===== src/rtl/uart_frame_parser.sv =====
// Pops bytes from the UART RX FIFO, assembles SOF/LEN/CMD/payload/CHK frames and holds each good frame for the host.
// One byte per two cycles; bad, oversized or stalled frames are dropped with a single-cycle error pulse.
module uart_frame_parser #(
    parameter int                    DATA_WIDTH     = 8,
    parameter int                    MAX_PAYLOAD    = 16,
    parameter logic [DATA_WIDTH-1:0] SOF            = 8'hA5,
    parameter int                    TIMEOUT_CYCLES = 500000,
    localparam int                   AW             = (MAX_PAYLOAD > 1) ? $clog2(MAX_PAYLOAD) : 1
) (
    input  logic                  clk,
    input  logic                  reset,
    input  logic                  RX_FIFO_EMPTY,
    input  logic [DATA_WIDTH-1:0] RX_FIFO_DATA_OUT,
    output logic                  RX_FIFO_RD_EN,
    output logic                  FRAME_VALID,
    input  logic                  FRAME_ACK,
    output logic [DATA_WIDTH-1:0] FRAME_CMD,
    output logic [7:0]            FRAME_LEN,
    input  logic [AW-1:0]         PAYLOAD_ADDR,
    output logic [DATA_WIDTH-1:0] PAYLOAD_DATA,
    output logic                  CHECKSUM_ERROR,
    output logic                  LENGTH_ERROR,
    output logic                  TIMEOUT_ERROR,
    output logic                  BUSY
);

    localparam logic [2:0] S_HUNT    = 3'd0;
    localparam logic [2:0] S_LEN     = 3'd1;
    localparam logic [2:0] S_CMD     = 3'd2;
    localparam logic [2:0] S_PAYLOAD = 3'd3;
    localparam logic [2:0] S_CHK     = 3'd4;
    localparam logic [2:0] S_HOLD    = 3'd5;

    localparam logic [DATA_WIDTH-1:0] MAX_LEN = DATA_WIDTH'(MAX_PAYLOAD);
    localparam logic [31:0]           TMO_LIM = 32'(TIMEOUT_CYCLES);

    logic [2:0]            state_q, state_d;
    logic                  rd_pending_q, rd_pending_d;
    logic [7:0]            len_q, len_d;
    logic [7:0]            acc_q, acc_d;
    logic [7:0]            idx_q, idx_d;
    logic [DATA_WIDTH-1:0] cmd_q, cmd_d;
    logic [31:0]           tmo_q, tmo_d;
    logic                  chk_err_q, chk_err_d;
    logic                  len_err_q, len_err_d;
    logic                  tmo_err_q, tmo_err_d;
    logic [DATA_WIDTH-1:0] buf_q [MAX_PAYLOAD];
    logic [DATA_WIDTH-1:0] buf_d [MAX_PAYLOAD];

    logic                  fetch_state;
    logic                  counting;
    logic                  rd_en;
    logic                  tmo_hit;
    logic [DATA_WIDTH-1:0] rx_byte;
    logic [7:0]            acc_sum;

    assign rx_byte     = RX_FIFO_DATA_OUT;
    assign acc_sum     = acc_q + rx_byte[7:0];
    assign fetch_state = (state_q != S_HOLD);
    assign counting    = (state_q == S_LEN) || (state_q == S_CMD) ||
                         (state_q == S_PAYLOAD) || (state_q == S_CHK);
    // Gated by reset so no pop request escapes while the parser is held in reset.
    assign rd_en       = reset && fetch_state && !RX_FIFO_EMPTY && !rd_pending_q;
    // A byte already in flight is not a stall; the pulse rises on the TIMEOUT_CYCLES-th
    // edge after the last accepted byte, i.e. the edge the counter would reach the limit.
    assign tmo_hit     = (TMO_LIM != 32'd0) && counting && !rd_pending_q && !rd_en &&
                         (tmo_q == TMO_LIM - 32'd1);

    always_comb begin
        state_d      = state_q;
        rd_pending_d = rd_en;
        len_d        = len_q;
        acc_d        = acc_q;
        idx_d        = idx_q;
        cmd_d        = cmd_q;
        tmo_d        = (counting && TMO_LIM != 32'd0) ? tmo_q + 32'd1 : 32'd0;
        chk_err_d    = 1'b0;
        len_err_d    = 1'b0;
        tmo_err_d    = 1'b0;
        buf_d        = buf_q;

        if (rd_pending_q) begin
            tmo_d = 32'd0;
            case (state_q)
                S_HUNT: begin
                    if (rx_byte == SOF) begin
                        acc_d   = 8'd0;
                        state_d = S_LEN;
                    end
                end
                S_LEN: begin
                    if (rx_byte != '0 && rx_byte <= MAX_LEN) begin
                        len_d   = rx_byte[7:0];
                        acc_d   = acc_sum;
                        state_d = S_CMD;
                    end else begin
                        len_err_d = 1'b1;
                        state_d   = S_HUNT;
                    end
                end
                S_CMD: begin
                    cmd_d   = rx_byte;
                    acc_d   = acc_sum;
                    idx_d   = 8'd0;
                    state_d = S_PAYLOAD;
                end
                S_PAYLOAD: begin
                    buf_d[idx_q[AW-1:0]] = rx_byte;
                    acc_d                = acc_sum;
                    idx_d                = idx_q + 8'd1;
                    if (idx_q == len_q - 8'd1) begin
                        state_d = S_CHK;
                    end
                end
                S_CHK: begin
                    if (acc_sum == 8'd0) begin
                        state_d = S_HOLD;
                    end else begin
                        chk_err_d = 1'b1;
                        state_d   = S_HUNT;
                    end
                end
                default: state_d = S_HUNT;
            endcase
        end else if (tmo_hit) begin
            tmo_err_d = 1'b1;
            tmo_d     = 32'd0;
            state_d   = S_HUNT;
        end else if (state_q == S_HOLD) begin
            if (FRAME_ACK) begin
                state_d = S_HUNT;
            end
        end else if (state_q > S_HOLD) begin
            state_d = S_HUNT;
        end
    end

    always_ff @(posedge clk or negedge reset) begin
        if (!reset) begin
            state_q      <= S_HUNT;
            rd_pending_q <= 1'b0;
            len_q        <= 8'd0;
            acc_q        <= 8'd0;
            idx_q        <= 8'd0;
            cmd_q        <= '0;
            tmo_q        <= 32'd0;
            chk_err_q    <= 1'b0;
            len_err_q    <= 1'b0;
            tmo_err_q    <= 1'b0;
        end else begin
            state_q      <= state_d;
            rd_pending_q <= rd_pending_d;
            len_q        <= len_d;
            acc_q        <= acc_d;
            idx_q        <= idx_d;
            cmd_q        <= cmd_d;
            tmo_q        <= tmo_d;
            chk_err_q    <= chk_err_d;
            len_err_q    <= len_err_d;
            tmo_err_q    <= tmo_err_d;
        end
    end

    // Payload storage carries no reset; its contents only matter while a frame is held.
    always_ff @(posedge clk) begin
        buf_q <= buf_d;
    end

    assign RX_FIFO_RD_EN  = rd_en;
    assign FRAME_VALID    = (state_q == S_HOLD);
    assign FRAME_CMD      = cmd_q;
    assign FRAME_LEN      = len_q;
    assign PAYLOAD_DATA   = buf_q[PAYLOAD_ADDR];
    assign CHECKSUM_ERROR = chk_err_q;
    assign LENGTH_ERROR   = len_err_q;
    assign TIMEOUT_ERROR  = tmo_err_q;
    assign BUSY           = (state_q != S_HUNT);

endmodule


===== config.mk =====
export PLATFORM = sky130hd
export DESIGN_NAME = uart_frame_parser
export DESIGN_NICKNAME = d
export VERILOG_FILES = /design/src/rtl/uart_frame_parser.sv
export SDC_FILE = /design/constraint.sdc
export NUM_CORES = 1
export LEC_CHECK = 0
export CAP_MARGIN = 20
export CORE_AREA = 5 5 112 193
export CTS_CLUSTER_SIZE = 8
export DETAILED_ROUTE_END_ITERATION = 7
export DIE_AREA = 0 0 117 198
export GPL_TIMING_DRIVEN = 1
export PLACE_DENSITY = 0.58
export SKIP_LAST_GASP = 1
export SLEW_MARGIN = 20
export SYNTH_ARGS = -nofsm -noshare
export SYNTH_HDL_FRONTEND = slang
export SYNTH_SLANG_ARGS = --single-unit

===== constraint.sdc =====
create_clock -name clk -period 5.1 [get_ports clk]
set_input_delay 1.53 -clock clk [delete_from_list [all_inputs] [get_ports clk]]
set_output_delay 1.53 -clock clk [all_outputs]
set_load 0.02 [all_outputs]

### After elaboration in Yosys (flattened, before gate mapping)

Cells that the tools add are included.

* register bits: 199
* word-level logic and storage cells: 110

* $add $sub $neg: 4
* order comparisons: 5
* equal/unequal tests: 14
* multiplexer cells: 31
* bitwise operators: 2
* reductions and logical operators: 28

Operators by type and width (number)
* bitwise mux 128 bit: 1
* two-way mux 32 bit: 3
* two-way mux 8 bit: 5
* adder 32 x 1 -> 32 bit (second input constant): 1
* binary-select mux 8 bit (select 4 bit): 1
* demux 8 bit (select 4 bit): 1
* == test 32 x 19 -> 1 bit (second input constant): 1
* two-way mux 3 bit: 8
* one-hot mux 8 bit (3 select lines): 1
* one-hot mux 8 bit (2 select lines): 1
* one-hot mux 3 bit (5 select lines): 1
* >= comparator 5 bit (second input constant): 2
* NOT 4 -> 5 bit: 2
* adder 8 x 1 -> 8 bit (second input constant): 1
* adder 8 bit: 1
* == test 8 bit: 1
* == test 8 bit (second input constant): 1
* <= comparator 8 x 5 -> 1 bit (second input constant): 1
* logical AND 1 bit: 8
* zero test 8 bit: 1
* two-way mux 1 bit: 8
* AND reduction 4 bit: 2
* nonzero test 8 bit: 1
* subtractor 8 x 1 -> 8 bit (second input constant): 1
* other kinds (20): 30

### Depth between registers and ports, before layout

Gate-level depths: netlist of the first run.

* word-level depth: 9
* gate-level depth with buffers: 8
* mapped depth without buffers: 8

### Least setup slack after synthesis of the first run

OpenSTA, ideal clock, no wires.

* kind: input -> output
* from: in PAYLOAD_ADDR[0]
* to: out PAYLOAD_DATA[0]
* arrival time: 3.113 ns
* data required time: 3.570 ns
* setup slack: 0.457 ns
* stages on the path: 4
* cell sequence: clkbuf_1 buf_2 mux4_2 mux4_2

* cells in the longest elaborated chain, start to end: 4

RTL lines
* start: declaration: line 19 `input logic [AW-1:0] PAYLOAD_ADDR,`
* NOT 4 -> 5 bit (not written as such): line 173 `assign PAYLOAD_DATA = buf_q[PAYLOAD_ADDR];`
* binary-select mux 8 bit (select 4 bit): line 173
* two-way mux 8 bit (not written as such) (2 in a row): line 173
* end: declaration: line 20 `output logic [DATA_WIDTH-1:0] PAYLOAD_DATA,`

Every way passes these cells. The select of a mux whose other input is x is not followed.

### Worst setup path in the final report of the first run

* from: in PAYLOAD_ADDR[1]
* to: out PAYLOAD_DATA[4]

Same word-level chain as after synthesis.

==> qor.log, run 1 <==
qor: logic_synthesis.postSynthRegisterBits 199
qor: logic_synthesis.commonest_cells_in_the_synthesized_netlist sky130_fd_sc_hd__edfxtp_1 (128), sky130_fd_sc_hd__dfrtp_1 (71), sky130_fd_sc_hd__nor2_1 (55)
qor: sta.slew_viol_final 0
qor: setup_path.timing.critical_path.fanout_max 32
qor: logic_synthesis.synth.most_common_cell sky130_fd_sc_hd__edfxtp_1
qor: die.die_height 198 um
qor: sta.worst_hold_slack_across_all_endpoints 489 ps
qor: final_layout.fillers 1697
qor: setup_path.worst_path_arrival_time 3420 ps
qor: logic_synthesis.netlist.top_cell.by_area sky130_fd_sc_hd__edfxtp_1
qor: drt.wl 20400 um
qor: placed_design.place_congestion 0.797
qor: clocking.clk-insertion-delay-late 440 ps
qor: clocking.cts_sinks 199
qor: global_routing.grt_first_pass_wirelength 31800 um
qor: placed_design.placement.io_buffers 45
qor: drt.met1_length 7530 um
qor: sta.maxClockFrequency 202 MHz
qor: logic_synthesis.synth.area.mux_share 0.123
qor: final_layout.inserted_diodes 0
qor: drt.detail_route.wl_per_cell 22.3 um
qor: min_path.worstHoldPathType reg -> reg
qor: clocking.cts_tree built
qor: final_layout.syn2layout_area_growth 15.6%
qor: drt.post_drt_antenna_nets 0
qor: run.cap_viol_max_count 0
qor: die.i_o_pin_total 46
qor: sta.grt_setup_unrepaired no
qor: sta.post-route-period-util 0.971
qor: setup_path.cp-endpoint PAYLOAD_DATA[4]
qor: logic_synthesis.compound_cell_area_share_of_the_yosys_netlist 0.0473
qor: logic_synthesis.synth_xor_area_frac 0.0418
qor: drt.first_iter_violations 302
qor: final_layout.post_route_cells_drive_above_1_share 0.166
qor: logic_synthesis.synth_warnings 0
qor: global_routing.grt_antenna_before_repair 0
qor: setup_path.worst_r2r_startpoint tmo_q[22]
qor: die.start_util 0.446
qor: power_and_ir_drop.design_internal_power 0.00286 W
qor: global_routing.grt_start_max_net_pins 72
qor: final_layout.finish.cell_count_without_fillers 912
qor: min_path.worstHoldPathCells 2
qor: power_and_ir_drop.power.share.sequential 0.469
qor: clocking.clockRootBuffer sky130_fd_sc_hd__clkbuf_16
qor: drt.route.vias.total 5119
qor: sta.final.min_clock_period 4950 ps
qor: global_routing.grt_util_all_layers 0.188
qor: final_layout.post-route-cell-area 0.0102 mm^2
qor: drt.highest_layer met4
qor: power_and_ir_drop.power.share.switching 0.306
qor: die.die_w 117 um
qor: clocking.cts.reportedPaths.clkPinSlew 80 ps
qor: setup_path.endpoint_kind output port
qor: logic_synthesis.netlist-cell-type-count 53
qor: status.run_status finished, final reports clean
qor: setup_path.crit-reg2reg-capture tmo_q[31]
qor: power_and_ir_drop.worst_ir_drop_vdd 0.250 mV
qor: power_and_ir_drop.p_clk_frac 0.311
qor: drt.route.detailed.drc 0
qor: power_and_ir_drop.power_density_of_the_placed_cells 406 mW/mm^2
qor: final_layout.post-route-util 0.515
qor: logic_synthesis.netlist.area_leader.share 0.437
qor: drt.first_drt_pass_iteration_count 5
qor: logic_synthesis.yosysSeqAreaShare 0.639
qor: logic_synthesis.synth_top_flop_cell sky130_fd_sc_hd__edfxtp_1
qor: setup_path.regToRegSetupSlack 2340 ps
qor: clocking.cts-htree-levels 4
qor: die.dieArea 0.0232 mm^2
qor: power_and_ir_drop.power.net_switching 0.00126 W
qor: sta.maxSlewHeadroom 0.363
qor: logic_synthesis.syn-instance-count 599
qor: logic_synthesis.main_combinational_cell_family_by_area_after_synthesis multiplexers
qor: final_layout.finalNetCount 684
qor: drt.met2RoutedLength 12100 um
qor: clocking.cts-root-to-sink-buffers 2
qor: logic_synthesis.synth-edff-count 128
qor: logic_synthesis.yosys.area_share.simple 0.111
qor: logic_synthesis.synth-adder-area-share 0.0208
qor: logic_synthesis.post_synth.cell_area_avg 14.7 um^2
qor: placed_design.hpwlAfterDp 14700 um
qor: clocking.cts-buffers-inserted 17
qor: setup_path.crit_path_start_kind primary input
qor: clocking.cts.repair_timing.setup_buffer_count 0
qor: setup_path.worst_ep_required_time 3570 ps
qor: sta.timing.setup.tns 0 ps
qor: drt.routed-wl-met3 470 um
qor: drt.route.detailed.vias_per_inst 5.61
qor: sta.tightestPinTransition 953 ps
qor: setup_path.rr_worst_depth 5
qor: die.core_area 0.0197 mm^2
qor: global_routing.grt.overflow.total 0
qor: logic_synthesis.syn-num-nets 629
qor: setup_path.worstSetupPathType in -> out
qor: setup_path.startpoint PAYLOAD_ADDR[1]
qor: placed_design.placed_standard_cell_area 0.00962 mm^2
qor: power_and_ir_drop.power_frac_comb 0.219
qor: sta.final_hold_viol_count 0
qor: logic_synthesis.synthArstFlopShare 0.357
qor: placed_design.numPlacedInstances 880
qor: sta.clock-skew-final 9.62 ps
qor: power_and_ir_drop.power.static_leakage 3.75 nW
qor: global_routing.grt_pass1_vias 5529
qor: logic_synthesis.synth_top_cells_by_area sky130_fd_sc_hd__edfxtp_1 (44%), sky130_fd_sc_hd__dfrtp_1 (20%), sky130_fd_sc_hd__mux4_2 (10%)
qor: sta.final-setup-viol-count 0
qor: die.std_cell_rows 68
qor: logic_synthesis.synth.cell_area 0.00880 mm^2
==> critical path, stage by stage <==
cell and delay [ps]:
sky130_fd_sc_hd__clkdlybuf4s50_1 510, sky130_fd_sc_hd__buf_12 220, sky130_fd_sc_hd__mux4_2 320, sky130_fd_sc_hd__mux4_2 480
sky130_fd_sc_hd__dlygate4sd2_1 350
==> logic make-up (layout without fill, tap and decap cells) <==
kind of cell | after synthesis | after routing
flip-flops | 199 | 199
AND/OR/NAND/NOR | 187 | 187
AO/OA/AOI/OAI | 62 | 62
multiplexers | 56 | 56
XOR/XNOR | 42 | 42
buffers and inverters | 39 | 107
adder cells (fa/ha/maj) | 14 | 14
==> metal layers <==
metal,track usage,vias up
met5,0,-
met4,0.0591,0
met1,0.203,2630
li1,-,2390
met3,0.0318,15
met2,0.362,84
==> per-stage QoR <==
step / setup WS [ps] / total power (W)
2_1_floorplan: 457 / 0.00256
3_3_place_gp: -71.6 / 0.00286
3_5_place_dp: -80.0 / 0.00288
4_1_cts: 134 / 0.00416
5_1_grt: 67.4 / 0.00433
6_report: 148 / 0.00412
==> repair_timing <==
| item | in CTS | in global routing |
|---|---|---|
| resized for setup | 8 | 0 |
| setup endpoints to repair | 8 | 0 |
| hold buffers | 0 | 0 |
==> final cells by class <==
class | instances | area (um^2) | share of cell area
Multi-Input combinational cell | 361 | 3030 | 0.298
Clock buffer | 18 | 429 | 0.0422
Inverter | 12 | 45.0 | 0.00443
Timing Repair Buffer | 63 | 606 | 0.0596
Sequential cell | 199 | 5620 | 0.553
Clock inverter | 14 | 130 | 0.0128
Tap cell | 245 | 307 | 0.0301
==> power groups by stage <==
stage	sequential (W)	combinational, W	clock [W]
detailed placement	0.00197	0.000913	0
finish	0.00194	0.000904	0.00128
global placement	0.00196	0.000895	0
CTS	0.00194	0.000914	0.00131
global route	0.00195	0.000996	0.00138
floorplan	0.00197	0.000595	0
==> state kept, by name (all words and copies together), names as in the netlist, 3 cells and up <==
register   flops
tmo_q         32
state_q        3
buf_q        128
FRAME_LEN      8
FRAME_CMD      8
idx_q          8
acc_q          8
==> how the worst min path moves through the flow <==
stage                   from       end  slack, ps
global route        acc_q[0]  acc_q[0]        510
global placement    acc_q[3]  acc_q[3]        470
finish              acc_q[4]  acc_q[4]        490
floorplan           acc_q[3]  acc_q[3]        450
detailed placement  acc_q[3]  acc_q[3]        480
CTS                 acc_q[3]  acc_q[3]        490
==> placed cells by master (no fill, tap or decap), types with 3 or more instances in the layout <==
master and count:
sky130_fd_sc_hd__xor2_1 18, sky130_fd_sc_hd__dlygate4sd2_1 8, sky130_fd_sc_hd__inv_1 12, sky130_fd_sc_hd__o31ai_1 6, sky130_fd_sc_hd__xnor2_1 24, sky130_fd_sc_hd__inv_6 6
sky130_fd_sc_hd__clkdlybuf4s50_1 35, sky130_fd_sc_hd__a211oi_1 3, sky130_fd_sc_hd__edfxtp_1 128, sky130_fd_sc_hd__nand2_1 25, sky130_fd_sc_hd__buf_4 16, sky130_fd_sc_hd__mux4_2 40
sky130_fd_sc_hd__or3_1 9, sky130_fd_sc_hd__and3_1 22, sky130_fd_sc_hd__buf_12 3, sky130_fd_sc_hd__clkbuf_16 17, sky130_fd_sc_hd__nor2b_1 5, sky130_fd_sc_hd__and3b_1 3
sky130_fd_sc_hd__clkinv_4 3, sky130_fd_sc_hd__and2_1 4, sky130_fd_sc_hd__dfrtp_1 71, sky130_fd_sc_hd__nor3_1 7, sky130_fd_sc_hd__o21ai_0 21, sky130_fd_sc_hd__mux2_2 14
sky130_fd_sc_hd__nand3_1 18, sky130_fd_sc_hd__a22o_1 4, sky130_fd_sc_hd__nand4_1 9, sky130_fd_sc_hd__a21oi_1 11, sky130_fd_sc_hd__nor4_1 11, sky130_fd_sc_hd__nand2b_1 4
sky130_fd_sc_hd__ha_1 13, sky130_fd_sc_hd__nor2_1 55
Note: power is estimated with default switching activity, not from simulation.
==> run 2: changes to the inputs <==
--- a/config.mk
+++ b/config.mk
@@ -12,6 +12,7 @@
 export DIE_AREA = 0 0 117 198
 export GPL_TIMING_DRIVEN = 1
 export PLACE_DENSITY = 0.58
+export RECOVER_POWER = 100
 export SKIP_LAST_GASP = 1
 export SLEW_MARGIN = 20
 export SYNTH_ARGS = -nofsm -noshare
==> run 2 against run 1 <==
The run now ends with capacitance limit, slew limit left. Clock skew barely moved. Power decreased by 0.83%. Routed wire length shrank 0.56%. Combinational power is 3.0% lower. Critical path depth unchanged. Clock power barely moved. Final area is 0.57% lower. Global-route usage stayed put. Clock-buffer cell count unchanged. Die area unchanged. First-iteration DRC count is 4.6% lower. Core utilization shrank 0.29 points. Critical path type unchanged. Critical endpoint unchanged.
==> qor.log, run 2 (synthesis results as in run 1) <==
qor: status.run_status finished with violations [was finished, final reports clean]
qor: status.violations capacitance limit, slew limit
qor: setup_path.critical_path_slowest_stage_cell sky130_fd_sc_hd__clkdlybuf4s50_1 [unchanged]
qor: final_layout.layout.cells.most_common sky130_fd_sc_hd__edfxtp_1 [unchanged]
qor: power_and_ir_drop.power.static_leakage 3.75 nW [about the same]
qor: sta.grt_setup_unrepaired no [unchanged]
qor: setup_path.crit_chain clkdlybuf4s50_1 > buf_12 > mux4_2 > mux4_2 > dlygate4sd2_1 [unchanged]
qor: power_and_ir_drop.worst_ir_drop_vdd 0.248 mV [was 0.250 mV]
qor: drt.detail_route.wl_per_cell 22.2 um [was 22.3 um]
qor: drt.route.vias.total 5151 [was 5119]
qor: final_layout.reg_top3 buf_q: 128 flops, tmo_q: 32 flops [unchanged]
qor: drt.first_iter_violations 288 [was 302]
qor: final_layout.finish.cell_count_without_fillers 912 [unchanged]
qor: min_path.worstHoldPathType reg -> reg [unchanged]
qor: final_layout.largest_register_ffs 128 [unchanged]
qor: global_routing.grt.overflow.total 0 [unchanged]
qor: die.die_w 117 um [unchanged]
qor: final_layout.finalNetCount 684 [unchanged]
qor: run.cap_viol_max_count 2 [was 0]
qor: setup_path.worst_path_arrival_time 3420 ps [about the same]
qor: placed_design.place_worst_setup_slack -80.0 ps [unchanged]
qor: sta.final-setup-viol-count 0 [unchanged]
qor: clocking.clk-insertion-delay-late 440 ps [about the same]
qor: drt.route.detailed.vias_per_inst 5.65 [was 5.61]
qor: placed_design.numPlacedInstances 880 [unchanged]
qor: sta.maxClockFrequency 202 MHz [about the same]
qor: final_layout.syn2layout_area_growth 14.9% [was 15.6%]
qor: sta.final_hold_viol_count 0 [unchanged]
qor: sta.final.min_clock_period 4950 ps [about the same]
qor: setup_path.worst_ep_required_time 3570 ps [about the same]
qor: sta.post-route-period-util 0.971 [about the same]
qor: drt.wl 20300 um [was 20400 um]
qor: placed_design.placement.io_buffers 45 [unchanged]
qor: global_routing.grt_antenna_before_repair 0 [unchanged]
qor: power_and_ir_drop.power_density_of_the_placed_cells 405 mW/mm^2 [was 406 mW/mm^2]
qor: setup_path.cell_family_with_the_largest_share_of_critical_path_delay buffers and inverters [unchanged]
qor: final_layout.post-route-cell-area 0.0101 mm^2 [was 0.0102 mm^2]
qor: global_routing.grt_first_pass_wirelength 31800 um [unchanged]
qor: clocking.cts-buffers-inserted 17 [unchanged]
qor: clocking.cts.reportedPaths.clkPinSlew 80 ps [about the same]
qor: clocking.clockRootBuffer sky130_fd_sc_hd__clkbuf_16 [unchanged]
qor: die.i_o_pin_total 46 [unchanged]
qor: sta.clock-skew-final 9.40 ps [was 9.62 ps]
qor: clocking.cts_tree built [unchanged]
qor: clocking.cts-htree-levels 4 [unchanged]
qor: die.dieArea 0.0232 mm^2 [unchanged]
qor: sta.maxSlewHeadroom -0.192 [was 0.363]
qor: clocking.cts.repair.resized 8 [unchanged]
qor: placed_design.place_congestion 0.797 [unchanged]
qor: final_layout.mostFrequentLayoutCells sky130_fd_sc_hd__edfxtp_1 (128), sky130_fd_sc_hd__dfrtp_1 (71), sky130_fd_sc_hd__nor2_1 (55) [unchanged]
qor: setup_path.max_stage_delay 510 ps [about the same]
qor: die.start_util 0.446 [unchanged]
qor: final_layout.regMostFlops buf_q [unchanged]
qor: die.core_area 0.0197 mm^2 [unchanged]
qor: setup_path.endpoint_kind output port [unchanged]
qor: global_routing.grt_start_max_net_pins 72 [unchanged]
qor: drt.first_drt_pass_iteration_count 5 [unchanged]
qor: setup_path.timing.critical_path.fanout_max 32 [unchanged]
qor: final_layout.post_route_cells_drive_above_1_share 0.142 [was 0.166]
qor: setup_path.worst-path-buf-inv 3 [unchanged]
qor: clocking.cts.repair_timing.setup_buffer_count 0 [unchanged]
qor: sta.timing.setup.tns 0 ps [unchanged]
qor: clocking.cts-root-to-sink-buffers 2 [unchanged]
qor: sta.setup_slack 147 ps [was 148 ps]
qor: setup_path.worstSetupPathType in -> out [unchanged]
qor: global_routing.grt_util_all_layers 0.188 [unchanged]
qor: placed_design.placed_standard_cell_area 0.00962 mm^2 [unchanged]
qor: drt.post_drt_antenna_nets 0 [unchanged]
qor: die.std_cell_rows 68 [unchanged]
qor: drt.route.detailed.drc 0 [unchanged]
qor: setup_path.crit_path_start_kind primary input [unchanged]
qor: clocking.cts_sinks 199 [unchanged]
qor: clocking.postCtsHoldBufs 0 [unchanged]
qor: setup_path.cp_common_cell sky130_fd_sc_hd__mux4_2 [unchanged]
qor: placed_design.hpwlAfterDp 14700 um [unchanged]
qor: sta.slew_viol_final 105 [was 0]
qor: sta.tightestPinTransition 1790 ps [was 953 ps]
qor: global_routing.grt_pass1_vias 5529 [unchanged]
qor: final_layout.inserted_diodes 0 [unchanged]
qor: die.die_height 198 um [unchanged]
## run 2: cell count changes in the layout (fill, tap and decap cells not counted), sizes merged
cell,change
dlygate4sd3,+31
clkbuf,+14
clkdlybuf4s50,-31
buf,-14
## run 2: path summary, 6_finish.rpt
kind,start,depth (start not counted),slack (ps),to
worst max register to register,tmo_q[22],5,1530,tmo_q[20]
min in group asynchronous,reset,2,1800,tmo_q[6]
worst max-delay path,PAYLOAD_ADDR[1],5,150,PAYLOAD_DATA[4]
worst min-delay path,acc_q[4],2,490,acc_q[4]
worst min register to register,acc_q[4],2,490,acc_q[4]
max in group asynchronous,reset,2,2260,FRAME_LEN[3]
## run 2: layer usage
layer,routed length (um),part of all wire,GRT usage
met4,284,0.014,0.0591
met5,0,0,0
met3,530,0.026,0.0318
met1,7320,0.36,0.203
met2,12100,0.60,0.362
## run 2: through the flow
stage / hold WS [ps] / total power (W) / utilization
after floorplan: 453 / 0.00256 / -
after global placement: 466 / 0.00286 / 0.487
after detailed placement: 477 / 0.00288 / 0.487
after CTS: 493 / 0.00416 / 0.515
after global routing: 511 / 0.00431 / 0.512
final: 489 / 0.00409 / 0.512
## run 2: power breakdown
part           internal (W)  leakage [nW]  switching [W]
sequential          0.00182          2.11       0.000118
combinational      0.000377          1.37       0.000500
clock              0.000646         0.273       0.000635
## run 2: final cells by class
type	count	area, um^2
Fill cell	1709	9630
Inverter	12	45.0
Timing Repair Buffer	63	554
Clock buffer	18	429
Multi-Input combinational cell	361	3030
Sequential cell	199	5620
Clock inverter	14	130
Tap cell	245	307
## run 2: tightest hold or removal path: stages, from the launching register on
cell and delay [ps]:
sky130_fd_sc_hd__dfrtp_1 350, sky130_fd_sc_hd__nand2_1 50, sky130_fd_sc_hd__o21ai_0 60
